### src/rtl/dmem_arbiter.sv
// dmem_arbiter: two-master round-robin front end for the 1 KB data RAM.
// One single-word access is granted per cycle. Locks are bounded. Bad addresses complete with err.
module dmem_arbiter #(
  parameter int ADDR_W    = 32,
  parameter int DATA_W    = 32,
  parameter int MEM_BYTES = 1024,
  parameter int LOCK_MAX  = 16
) (
  input  logic              clk,
  input  logic              reset,

  input  logic              m0_req,
  input  logic              m0_we,
  input  logic              m0_lock,
  input  logic [ADDR_W-1:0] m0_addr,
  input  logic [DATA_W-1:0] m0_wdata,
  output logic              m0_gnt,
  output logic              m0_rvalid,
  output logic [DATA_W-1:0] m0_rdata,
  output logic              m0_err,

  input  logic              m1_req,
  input  logic              m1_we,
  input  logic              m1_lock,
  input  logic [ADDR_W-1:0] m1_addr,
  input  logic [DATA_W-1:0] m1_wdata,
  output logic              m1_gnt,
  output logic              m1_rvalid,
  output logic [DATA_W-1:0] m1_rdata,
  output logic              m1_err,

  output logic              ram_sel,
  output logic              ram_read,
  output logic              ram_write,
  output logic [ADDR_W-1:0] ram_addr,
  output logic [DATA_W-1:0] ram_wdata,
  input  logic [DATA_W-1:0] ram_rdata
);

  localparam int CNT_W = $clog2(LOCK_MAX + 1);

  localparam logic [1:0] ST_IDLE = 2'd0;
  localparam logic [1:0] ST_OWN0 = 2'd1;
  localparam logic [1:0] ST_OWN1 = 2'd2;

  localparam logic [ADDR_W-1:0] LAST_WORD = ADDR_W'(MEM_BYTES - 4);
  localparam logic [CNT_W-1:0]  CNT_LIMIT = CNT_W'(LOCK_MAX);

  // Per-port views of the request bundles, indexed by port number.
  logic [1:0]        req;
  logic [1:0]        we;
  logic [1:0]        lock;
  logic [1:0]        addr_err;
  logic [1:0]        gnt;
  logic [ADDR_W-1:0] addr  [2];
  logic [DATA_W-1:0] wdata [2];

  logic [1:0]        state_q, state_d;
  logic              last_gnt_q, last_gnt_d;
  logic [CNT_W-1:0]  lock_cnt_q, lock_cnt_d;
  logic [1:0]        rvalid_q, rvalid_d;
  logic [1:0]        err_q, err_d;
  logic [DATA_W-1:0] rdata_q [2];
  logic [DATA_W-1:0] rdata_d [2];

  logic              gnt_any;
  logic              gnt_port;
  logic              grant_ok;
  logic              own_port;
  logic [CNT_W-1:0]  cnt_inc;

  assign req      = {m1_req, m0_req};
  assign we       = {m1_we, m0_we};
  assign lock     = {m1_lock, m0_lock};
  assign addr[0]  = m0_addr;
  assign addr[1]  = m1_addr;
  assign wdata[0] = m0_wdata;
  assign wdata[1] = m1_wdata;

  genvar gi;
  generate
    for (gi = 0; gi < 2; gi = gi + 1) begin : g_port
      assign addr_err[gi] = (addr[gi][1:0] != 2'b00) || (addr[gi] > LAST_WORD);
      assign rvalid_d[gi] = gnt[gi];
      assign err_d[gi]    = gnt[gi] & addr_err[gi];
      // Only a successful read returns RAM data; writes and errors complete with zero.
      assign rdata_d[gi]  = (gnt[gi] && !we[gi] && !addr_err[gi]) ? ram_rdata : '0;
    end
  endgenerate

  // Owner-only grant while locked; otherwise the port that did not win last time.
  always_comb begin
    gnt = 2'b00;
    if (!reset) begin
      case (state_q)
        ST_OWN0: gnt[0] = req[0];
        ST_OWN1: gnt[1] = req[1];
        default: begin
          if (req == 2'b11) begin
            gnt = last_gnt_q ? 2'b01 : 2'b10;
          end else begin
            gnt = req;
          end
        end
      endcase
    end
  end

  assign gnt_any  = |gnt;
  assign gnt_port = gnt[1];
  assign grant_ok = gnt_any && !addr_err[gnt_port];

  always_comb begin
    state_d    = state_q;
    last_gnt_d = gnt_any ? gnt_port : last_gnt_q;
    lock_cnt_d = lock_cnt_q;
    cnt_inc    = lock_cnt_q + 1'b1;
    own_port   = (state_q == ST_OWN1);
    case (state_q)
      ST_OWN0, ST_OWN1: begin
        // Stay owned only while the owner keeps a locked request under the limit.
        if (req[own_port] && lock[own_port] && (cnt_inc < CNT_LIMIT)) begin
          lock_cnt_d = cnt_inc;
        end else begin
          state_d    = ST_IDLE;
          lock_cnt_d = '0;
        end
      end
      default: begin
        state_d    = ST_IDLE;
        lock_cnt_d = '0;
        if (gnt_any && lock[gnt_port] && (LOCK_MAX > 1)) begin
          state_d    = gnt_port ? ST_OWN1 : ST_OWN0;
          lock_cnt_d = CNT_W'(1);
        end
      end
    endcase
  end

  always_comb begin
    ram_sel   = 1'b0;
    ram_read  = 1'b0;
    ram_write = 1'b0;
    ram_addr  = '0;
    ram_wdata = '0;
    if (grant_ok) begin
      ram_sel   = 1'b1;
      ram_read  = !we[gnt_port];
      ram_write = we[gnt_port];
      ram_addr  = addr[gnt_port];
      ram_wdata = wdata[gnt_port];
    end
  end

  always_ff @(posedge clk) begin
    if (reset) begin
      state_q    <= ST_IDLE;
      last_gnt_q <= 1'b1;
      lock_cnt_q <= '0;
      rvalid_q   <= '0;
      err_q      <= '0;
      rdata_q[0] <= '0;
      rdata_q[1] <= '0;
    end else begin
      state_q    <= state_d;
      last_gnt_q <= last_gnt_d;
      lock_cnt_q <= lock_cnt_d;
      rvalid_q   <= rvalid_d;
      err_q      <= err_d;
      rdata_q[0] <= rdata_d[0];
      rdata_q[1] <= rdata_d[1];
    end
  end

  assign m0_gnt    = gnt[0];
  assign m1_gnt    = gnt[1];
  assign m0_rvalid = rvalid_q[0];
  assign m1_rvalid = rvalid_q[1];
  assign m0_err    = err_q[0];
  assign m1_err    = err_q[1];
  assign m0_rdata  = rdata_q[0];
  assign m1_rdata  = rdata_q[1];

endmodule

### config.mk
export PLATFORM = sky130hd
export DESIGN_NAME = dmem_arbiter
export DESIGN_NICKNAME = d
export VERILOG_FILES = /design/src/rtl/dmem_arbiter.sv
export SDC_FILE = /design/constraint.sdc
export NUM_CORES = 1
export LEC_CHECK = 0
export ABC_AREA = 1
export ABC_CLOCK_PERIOD_IN_PS = 5800
export CELL_PAD_IN_SITES_DETAIL_PLACEMENT = 0
export CELL_PAD_IN_SITES_GLOBAL_PLACEMENT = 1
export CORE_ASPECT_RATIO = 2
export CORE_MARGIN = 2
export CORE_UTILIZATION = 21
export DETAILED_ROUTE_END_ITERATION = 7
export PLACE_DENSITY = 0.9
export SLEW_MARGIN = 10
export SYNTH_ARGS = -nofsm -noshare
export SYNTH_HDL_FRONTEND = slang
export SYNTH_SLANG_ARGS = --single-unit
### constraint.sdc
create_clock -name clk -period 5.8 [get_ports clk]
set_input_delay 1.74 -clock clk [delete_from_list [all_inputs] [get_ports clk]]
set_output_delay 1.74 -clock clk [all_outputs]
set_load 0.005 [all_outputs]
# [Yosys cells after proc, flatten, opt, wreduce, memory -nomap -nowiden]
# Memories as Yosys holds them, arrays and structs flattened.
# Cells that the tools add are included.
[op_classes] n_mul=0 bitwise_logic=5 n_addsub=1 n_div=0 n_reduce_logical=20 n_eq_ne=4 mux=40 n_lt_le_gt_ge=6 shift=0
[op_table] op="$mux W32" count=12
[op_table] op="$gt A32 B10 Y1 const B" count=2
[op_table] op="$mux W1" count=17
[op_table] op="$mux W2" count=7
[op_table] op="$mux W5" count=2
[op_table] op="$logic_and A1 B1 Y1" count=8
[op_table] op="$logic_not A1 Y1" count=6
[op_table] op="$add A5 B1 Y5 const B" count=1
[op_table] op="$lt A5 B5 Y1 const B" count=1
[op_table] op="$eq A2 B2 Y1 const B" count=2
[op_table] op="$lt A1 B2 Y1 const B" count=2
[op_table] op="$pmux W1 S2" count=2
[op_table] op="$reduce_bool A2 Y1" count=2
[op_table] op="$reduce_or A2 Y1" count=2
[op_table] op="$and A1 B1 Y1" count=2
[op_table] op="$eq A2 B1 Y1 const B" count=1
[op_table] op="$ge A2 B2 Y1 const B" count=1
[op_table] op="$logic_or A1 B1 Y1" count=2
[op_table] op="$ne A2 B2 Y1 const B" count=1
[op_table] op="$not A1 Y2" count=1
[op_table] op="$or A1 B1 Y1" count=2
[totals] elab_cells=82 in_bits=168 romBits=0 latch_bits=0 output_inout_bits=137 n_memories=1 regBits=12 ramBits=64
[mem_list] memory="rdata_q" depth=2 width=32 rd=2 rd_ports_with_merged_regs=0 write_ports=2 line_no="63" source="logic [DATA_W-1:0] rdata_q [2];"

# [Longest topological paths before layout]
# Gate-level depths: netlist of run 1.
[logic_depth] ltp_word=9 ltp_mapped=11 depth_no_buf=10

# [Worst setup path after synthesis of run 1]
# Ideal clock, no wire load.
[synth_timing] path_kind="input port to output port" start="input port m0_req" end="output port ram_addr[2]" setup_slack_ps=1417 stages=9 arrival_time_ps=2643 t_required_ps=4060 path_buffers=1 path_cell_list="inv_1 nor2_1 o21ai_2 nor2_2 nand3_1 nand2_1 nand2_2 buf_6 nor2_1"
[synth_between] word_cells_on_any_way=15 classes_between="eq/ne: 1; mux: 10; bitwise: 1; reduce/logical: 3"
[synth_rtl] element="start, declared" line_no="12" source="input logic m0_req,"
[synth_rtl] element="$eq A2 B2 Y1" line_no="99" source="if (req == 2'b11) begin"
[synth_rtl] element="$mux W2" line_no="99"
[synth_rtl] element="$pmux W1 S2 *" line_no="95" source="case (state_q)"
[synth_rtl] element="$mux W2 *" line_no="94" source="if (!reset) begin"
[synth_rtl] element="named net m0_gnt" line_no="17" source="output logic m0_gnt,"
[synth_rtl] element="$reduce_or A2 Y1 *" line_no="109" source="assign gnt_any = |gnt;"
[synth_rtl] element="$logic_and A1 B1 Y1 *" line_no="111" source="assign grant_ok = gnt_any && !addr_err[gnt_port];"
[synth_rtl] element="$mux W32 *" line_no="146" source="if (grant_ok) begin"
[synth_rtl] element="end, declared" line_no="35" source="output logic [ADDR_W-1:0] ram_addr,"
# The timed path passes the listed nets; every way through them passes the cells marked *. The select of a mux whose other input is x is not followed.

# [Worst setup path in the final report of run 1]
[layout_timing] start="input port m0_addr[16]" end="output port ram_wdata[31]"
[layout_between] elab_chain_cells=7
[layout_lines] element="start, declared" line_no="15" source="input logic [ADDR_W-1:0] m0_addr,"
[layout_lines] element="$gt A32 B10 Y1" line_no="83" source="assign addr_err[gi] = (addr[gi][1:0] != 2'b00) || (addr[gi] > LAST_WORD);"
[layout_lines] element="$logic_or A1 B1 Y1" line_no="83"
[layout_lines] element="$mux W1 (not written as such) (2 in a row)" line_no="111"
[layout_lines] element="$logic_not A1 Y1" line_no="111"
[layout_lines] element="$logic_and A1 B1 Y1" line_no="111"
[layout_lines] element="$mux W32" line_no="146"
[layout_lines] element="end, declared" line_no="36" source="output logic [DATA_W-1:0] ram_wdata,"
# No other way between the ends. The select of a mux whose other input is x is not followed.

==> summary.md, run 1 <==
| Metric | Value |
|---|---|
| Tot Pwr | 1400 uW |
| Total track usage | 14.5% |
| Min Tclk post-route | 5.65 ns |
| Nets | 976 |
| Vias in the first global route | 3823 |
| Via count | 3884 |
| Global-route wire length before repair | 18900 microns |
| Post-route DRC violation count | 0 |
| Setup violations, final | 0 |
| Sink Count | 76 |
| Leakage power | 0.00316 uW |
| Wire length per cell | 12.9 microns |
| Placed cell area | 6400 sq um |
| Die ar. | 17600 sq um |
| Critical Path Fanout Max | 8 |
| Final WL | 13000 microns |
| Number of synthesized flops with an enable pin | 0 |
| Largest stage delay, worst path | 0.55 ns |
| Logic pwr share | 20.5% |
| Starting density of the core | 21.4% |
| Net Switching | 326 uW |
| H-tree depth | 3 |
| Mapped Cells | 521 |
| CP arrival | 3.91 ns |
| Initial antenna violation count | 0 |
| Clk_lat worst skew | 0.33 ns |
| Synth area leader | dfxtp_1 |
| Skew final | 0.00598 ns |
| CTS Root Cell | clkbuf_16 |
| Critical Path, Cell by Cell | clkdlybuf4s50_1 > nor2_1 > nand3_1 > nor2_1 > nand3_1 > nand2_1 > nand2_2 > buf_4 > nor2_1 > clkdlybuf4s50_1 |
| Most frequent cell after synthesis | nor2_1 |
| Peak supply drop | 0.129 mV |
| Setup CP Type | in2out |
| Final Cycle Share | 97.3% |
| DPL Wire Length | 11000 microns |
| Filler cells | 1662 |
| Die X | 94.8 microns |
| Final instance area | 6720 sq um |
| Slowest CP cell | clkdlybuf4s50_1 |
| Final Wtd Congestion | 0.789 |
| Cts-stage hold buffer count | 0 |
| Iter 0 DRT Violations | 84 |
| Cell Pwr Density | 209 nW/um^2 |
| Met2 wire length | 7460 microns |
| Core area | 16200 sq um |
| Async SR Flop Fraction | 0% |
| Total Neg Setup Slack | 0 ns |
| Hold Vio Cnt, Final | 0 |
| Top_reg_cell synth | dfxtp_1 |
| Sequential fraction of the synthesis area | 43.9% |
| Synth-to-Final Area Change | 94.0% |
| WP buf/inv | 3 |
| Slew @ Worst Pin | 0.517 ns |
| IO Count | 305 |
| IO Port Bufs | 280 |
| Vias per Instance | 3.83 |
| # Post-CTS Setup Buffers | 0 |
| Startpoint types | input pin |
| Share of layout cells above drive strength 1 | 4.44% |
| Post-Route Utilization | 41.5% |
| Hold slack final | 0.458 ns |
| Multi-input gate area | 1390 sq um |
| Clock network power share | 41.9% |
| FF+latch count, synth | 76 |
| Outcome | completed |
| Yosys Warn Count | 0 |
| Switching share of power | 23.2% |
| Post-synth top area share | 43.9% |
| First drt pass iteration count | 4 |
| Post-synth cell types | 25 |
| Clk slew on worst S/H paths | 0.06 ns |
| P_int | 1080 uW |
| Post-CTS Resized | 0 |
| Crit. End Element | primary output |
| Unrepaired setup endpoints after global routing | false |
| F_max | 0.177 GHz |
| CP delay by family, top | buffers and inverters |
| Met3 wire length | 1040 microns |
| Diode count | 0 |
| Die Ht | 186 microns |
| Total grt overflow | 0 |
| Row count | 66 |
| Share of power burned in registers | 37.6% |
| Top sig layer | met4 |
| Relative slew slack | 65.5% |
| Num CTS Buffers | 9 |
| Largest net degree at the start of global routing | 33 |
| CP required | 4.06 ns |
| Main area contributors after synthesis | dfxtp_1 44%, nor2_1 15%, nand2_1 15%, inv_1 9.2%, buf_4 5.9% |
| Register area | 1520 sq um |
| Clk buf depth | 2 |
| Mapped cell area | 3460 sq um |
| Antenna Violating Nets Remaining | 0 |
| Max-Cap Viols | 0 |
| Wire length on met1 | 4140 microns |
| Most used cell, CP | nor2_1 |
| Post-Syn Area per Cell | 6.65 sq um |
| Hold Crit Class | reg2reg |
| CTS tree | built |
| Synth top cells by count | 142 x nor2_1, 134 x nand2_1, 85 x inv_1 |
| Slew Viols, Final | 0 |
==> power groups by stage <==
| stage | clock network (uW) | logic, uW | registers, uW |
|---|---|---|---|
| after floorplan | 0 | 119 | 540 |
| after global placement | 0 | 290 | 540 |
| after detailed placement | 0 | 291 | 540 |
| after CTS | 603 | 292 | 528 |
| after global routing | 627 | 319 | 529 |
| final | 589 | 287 | 529 |
==> registers in the layout (all words and copies together), names as in the netlist <==
| signal | cells |
|---|---|
| rvalid_q | 2 |
| rdata_q | 64 |
| err_q | 2 |
| last_gnt_q | 1 |
| state_q | 2 |
| lock_cnt_q | 5 |
==> routing by layer <==
layer | vias up | global-route usage [%]
met3 | 22 | 3.16
met4 | 0 | 6.61
met5 | - | 0
met1 | 1638 | 12.5
met2 | 210 | 29.9
li1 | 2014 | -
==> path summary, 6_finish.rpt <==
check | start | endpoint | slack, ns | depth (start not counted)
hold reg to reg | last_gnt_q | last_gnt_q | 0.46 | 2
setup / recovery | m0_addr[16] | ram_wdata[31] | 0.15 | 10
setup reg to reg | state_q[0] | rdata_q[0][52] | 3.75 | 8
hold / removal | last_gnt_q | last_gnt_q | 0.46 | 2
==> cell families after synthesis <==
logic type,count (synthesis),synth area share [%]
xor+xnor,2,0.506
buf+inv,130,18.5
flops,76,43.9
simple gates,301,34.5
compound gates,8,1.45
other cells,1,0.108
fa+ha+maj,3,1.08
==> worst reg2reg max path, stage by stage, from the launching register on <==
cell     delay [ns]
dfxtp_1        0.33
inv_1          0.06
ha_1           0.36
inv_2          0.08
a21oi_2        0.18
nand2_4        0.13
inv_4          0.15
nand4_4        0.42
nor2_1         0.26
==> through the flow <==
step	instances	setup slack, ns
final	1014	0.154
after global routing	1014	0.00419
after CTS	1014	0.128
after detailed placement	998	0.137
after global placement	998	0.153
after floorplan	545	1.42
==> cell usage in the layout (no fill, tap or decap) <==
master,count
a21oi_1,1
a21oi_2,1
buf_12,1
buf_4,10
bufinv_16,2
clkbuf_1,2
clkbuf_16,9
clkdlybuf4s50_1,280
clkinv_4,1
clkinvlp_4,1
conb_1,25
dfxtp_1,76
ha_1,3
inv_1,85
inv_2,2
inv_4,1
inv_6,1
nand2_1,134
nand2_2,2
nand2_4,1
nand3_1,14
nand3b_1,2
nand4_4,1
nor2_1,142
nor2_2,2
nor3_1,3
o21a_1,1
o21ai_0,4
o21ai_2,1
xor2_1,2
==> layout make-up <==
class	count	share of cell area [%]
Clock buffer	11	3.46
Clock inverter	5	1.27
Inverter	88	4.95
Multi-Input combinational cell	339	20.7
Sequential cell	76	22.6
Tap cell	204	3.80
Timing Repair Buffer	291	43.1
No activity file was read; power rests on OpenSTA's default activity.
==> run 2: changes to the inputs <==
==> constraint.sdc (replaced) <==
create_clock -name clk -period 5.8 [get_ports clk]
set_input_delay 1.74 -clock clk [delete_from_list [all_inputs] [get_ports clk]]
set_output_delay 1.74 -clock clk [all_outputs]
set_load 0.05 [all_outputs]
==> summary.md, run 2 (synthesis results as in run 1) <==
| Metric | Value |
|---|---|
| Via count | 3904 |
| Nets | 972 |
| Relative slew slack | 62.3% |
| Share of layout cells above drive strength 1 | 9.57% |
| Num CTS Buffers | 9 |
| Global-route wire length before repair | 19300 microns |
| Diode count | 0 |
| Critical Path Fanout Max | 24 |
| Number of cells on the worst reg-to-reg path | 8 |
| Total grt overflow | 0 |
| Final Cycle Share | 93.3% |
| R2R Path Start | state_q[0] |
| Initial antenna violation count | 0 |
| IO Port Bufs | 280 |
| Starting density of the core | 21.4% |
| Row count | 66 |
| Largest stage delay, worst path | 0.50 ns |
| Post-CTS Resized | 0 |
| CTS Root Cell | clkbuf_16 |
| Skew final | 0.00403 ns |
| Crit. End Element | primary output |
| CP arrival | 3.67 ns |
| Largest net degree at the start of global routing | 33 |
| Final Instance Count excl. Fillers | 1009 |
| Most used cell, CP | nor2_1 |
| Slew @ Worst Pin | 0.563 ns |
| Die ar. | 17600 sq um |
| Clk slew on worst S/H paths | 0.06 ns |
| CTS tree | built |
| Most frequent cells in the layout | 236 x clkdlybuf4s50_1, 142 x nor2_1, 134 x nand2_1, 85 x inv_1, 76 x dfxtp_1 |
| Final WS setup | 0.389 ns |
| Die Ht | 186 microns |
| Slowest CP cell | clkdlybuf4s50_1 |
| H-tree depth | 3 |
| Vias per Instance | 3.87 |
| Most flops, register | rdata_q |
| Clk buf depth | 2 |
| Vias in the first global route | 3957 |
| Unrepaired setup endpoints after global routing | false |
| Worst slack at placement | 0.340 ns |
| # Post-CTS Setup Buffers | 0 |
| Hold path depth | 2 |
| Commonest non-fill, non-tap cell in the layout | clkdlybuf4s50_1 |
| Post-route DRC violation count | 0 |
| CP required | 4.06 ns |
| Leakage power | 0.00332 uW |
| Wire length per cell | 12.9 microns |
| Cell Pwr Density | 209 nW/um^2 |
| Iter 0 DRT Violations | 65 |
| Die X | 94.8 microns |
| Slew Viols, Final | 0 |
| Outcome | completed |
| Tot Pwr | 1480 uW |
| Max reg flops | 64 |
| Hold Crit Class | reg2reg |
| Largest registers | rdata_q: 64 flops, lock_cnt_q: 5 flops |
| IO Count | 305 |
| First drt pass iteration count | 4 |
| R2R setup slack | 3.65 ns |
| Final WL | 13000 microns |
| Peak supply drop | 0.124 mV |
| DPL Wire Length | 11000 microns |
| Max-Cap Viols | 0 |
| Critical Path, Cell by Cell | clkdlybuf4s50_1 > nor2_1 > o21ai_2 > nor2_2 > nand3_1 > nand2_1 > nand2_2 > buf_4 > nor2_1 > buf_12 |
| Sink Count | 76 |
| Hold Path End | last_gnt_q |
| Cts-stage hold buffer count | 0 |
| Total track usage | 14.6% |
| Core area | 16200 sq um |
| Total Neg Setup Slack | 0 ns |
| Setup violations, final | 0 |
| Antenna Violating Nets Remaining | 0 |
| F_max | 0.185 GHz |
| Clk_lat worst skew | 0.33 ns |
| Setup CP Type | in2out |
| Synth-to-Final Area Change | 104% |
| Reg2reg end | rdata_q[0][33] |
| Min Tclk post-route | 5.41 ns |
| Startpoint types | input pin |
| Hold Vio Cnt, Final | 0 |
| Placed Cells | 994 |
| Min-Delay Startpoint | last_gnt_q |
| Final Wtd Congestion | 0.802 |
-- run 2: worst max-delay path, delay by kind of cell --
| kind | cells | cell delay, ns |
|---|---|---|
| AOI/OAI and AO/OA | 1 | 0.12 |
| buffers and inverters | 3 | 0.90 |
| and+or+nand+nor | 6 | 0.91 |
-- run 2: per-stage QoR --
step	util (%)	instance area, sq um	hold slack, ns
3_3_place_gp	41.9	6790	0.445
5_1_grt	43.6	7060	0.502
2_1_floorplan	-	3550	0.426
6_report	43.6	7060	0.462
3_5_place_dp	41.9	6790	0.454
4_1_cts	43.6	7060	0.468
-- run 2: how the worst max path moves through the flow --
stage	startpoint	slack (ns)	end	depth (start not counted)
after detailed placement	m1_addr[21]	0.34	ram_addr[7]	10
final	reset	0.39	ram_addr[3]	10
after global routing	m1_req	0.22	ram_addr[3]	10
after global placement	reset	0.40	ram_addr[3]	10
after CTS	m1_addr[21]	0.34	ram_addr[7]	10
after floorplan	m0_req	0.46	ram_addr[2]	9
-- run 2: power by group --
group	switching [uW]	total, uW	internal (uW)
sequential	1.74	528	527
combinational	230	437	207
clock	210	510	300
-- run 2: per-layer routing --
metal,vias up,share of wire [%],track usage [%]
li1,2002,-,-
met1,1658,31,12.3
met2,220,58,30.2
met3,24,8.7,3.85
met4,0,2.8,6.32
met5,-,0,0
-- run 2: cell type report --
cell class	instances	area, sq um
fillers	1668	9120
repair buffers	287	3280
flip-flops and latches	76	1520
multi-input cells	339	1390
inverters	88	333
well taps	204	255
clock buffers	10	239
clock inverters	5	37.5
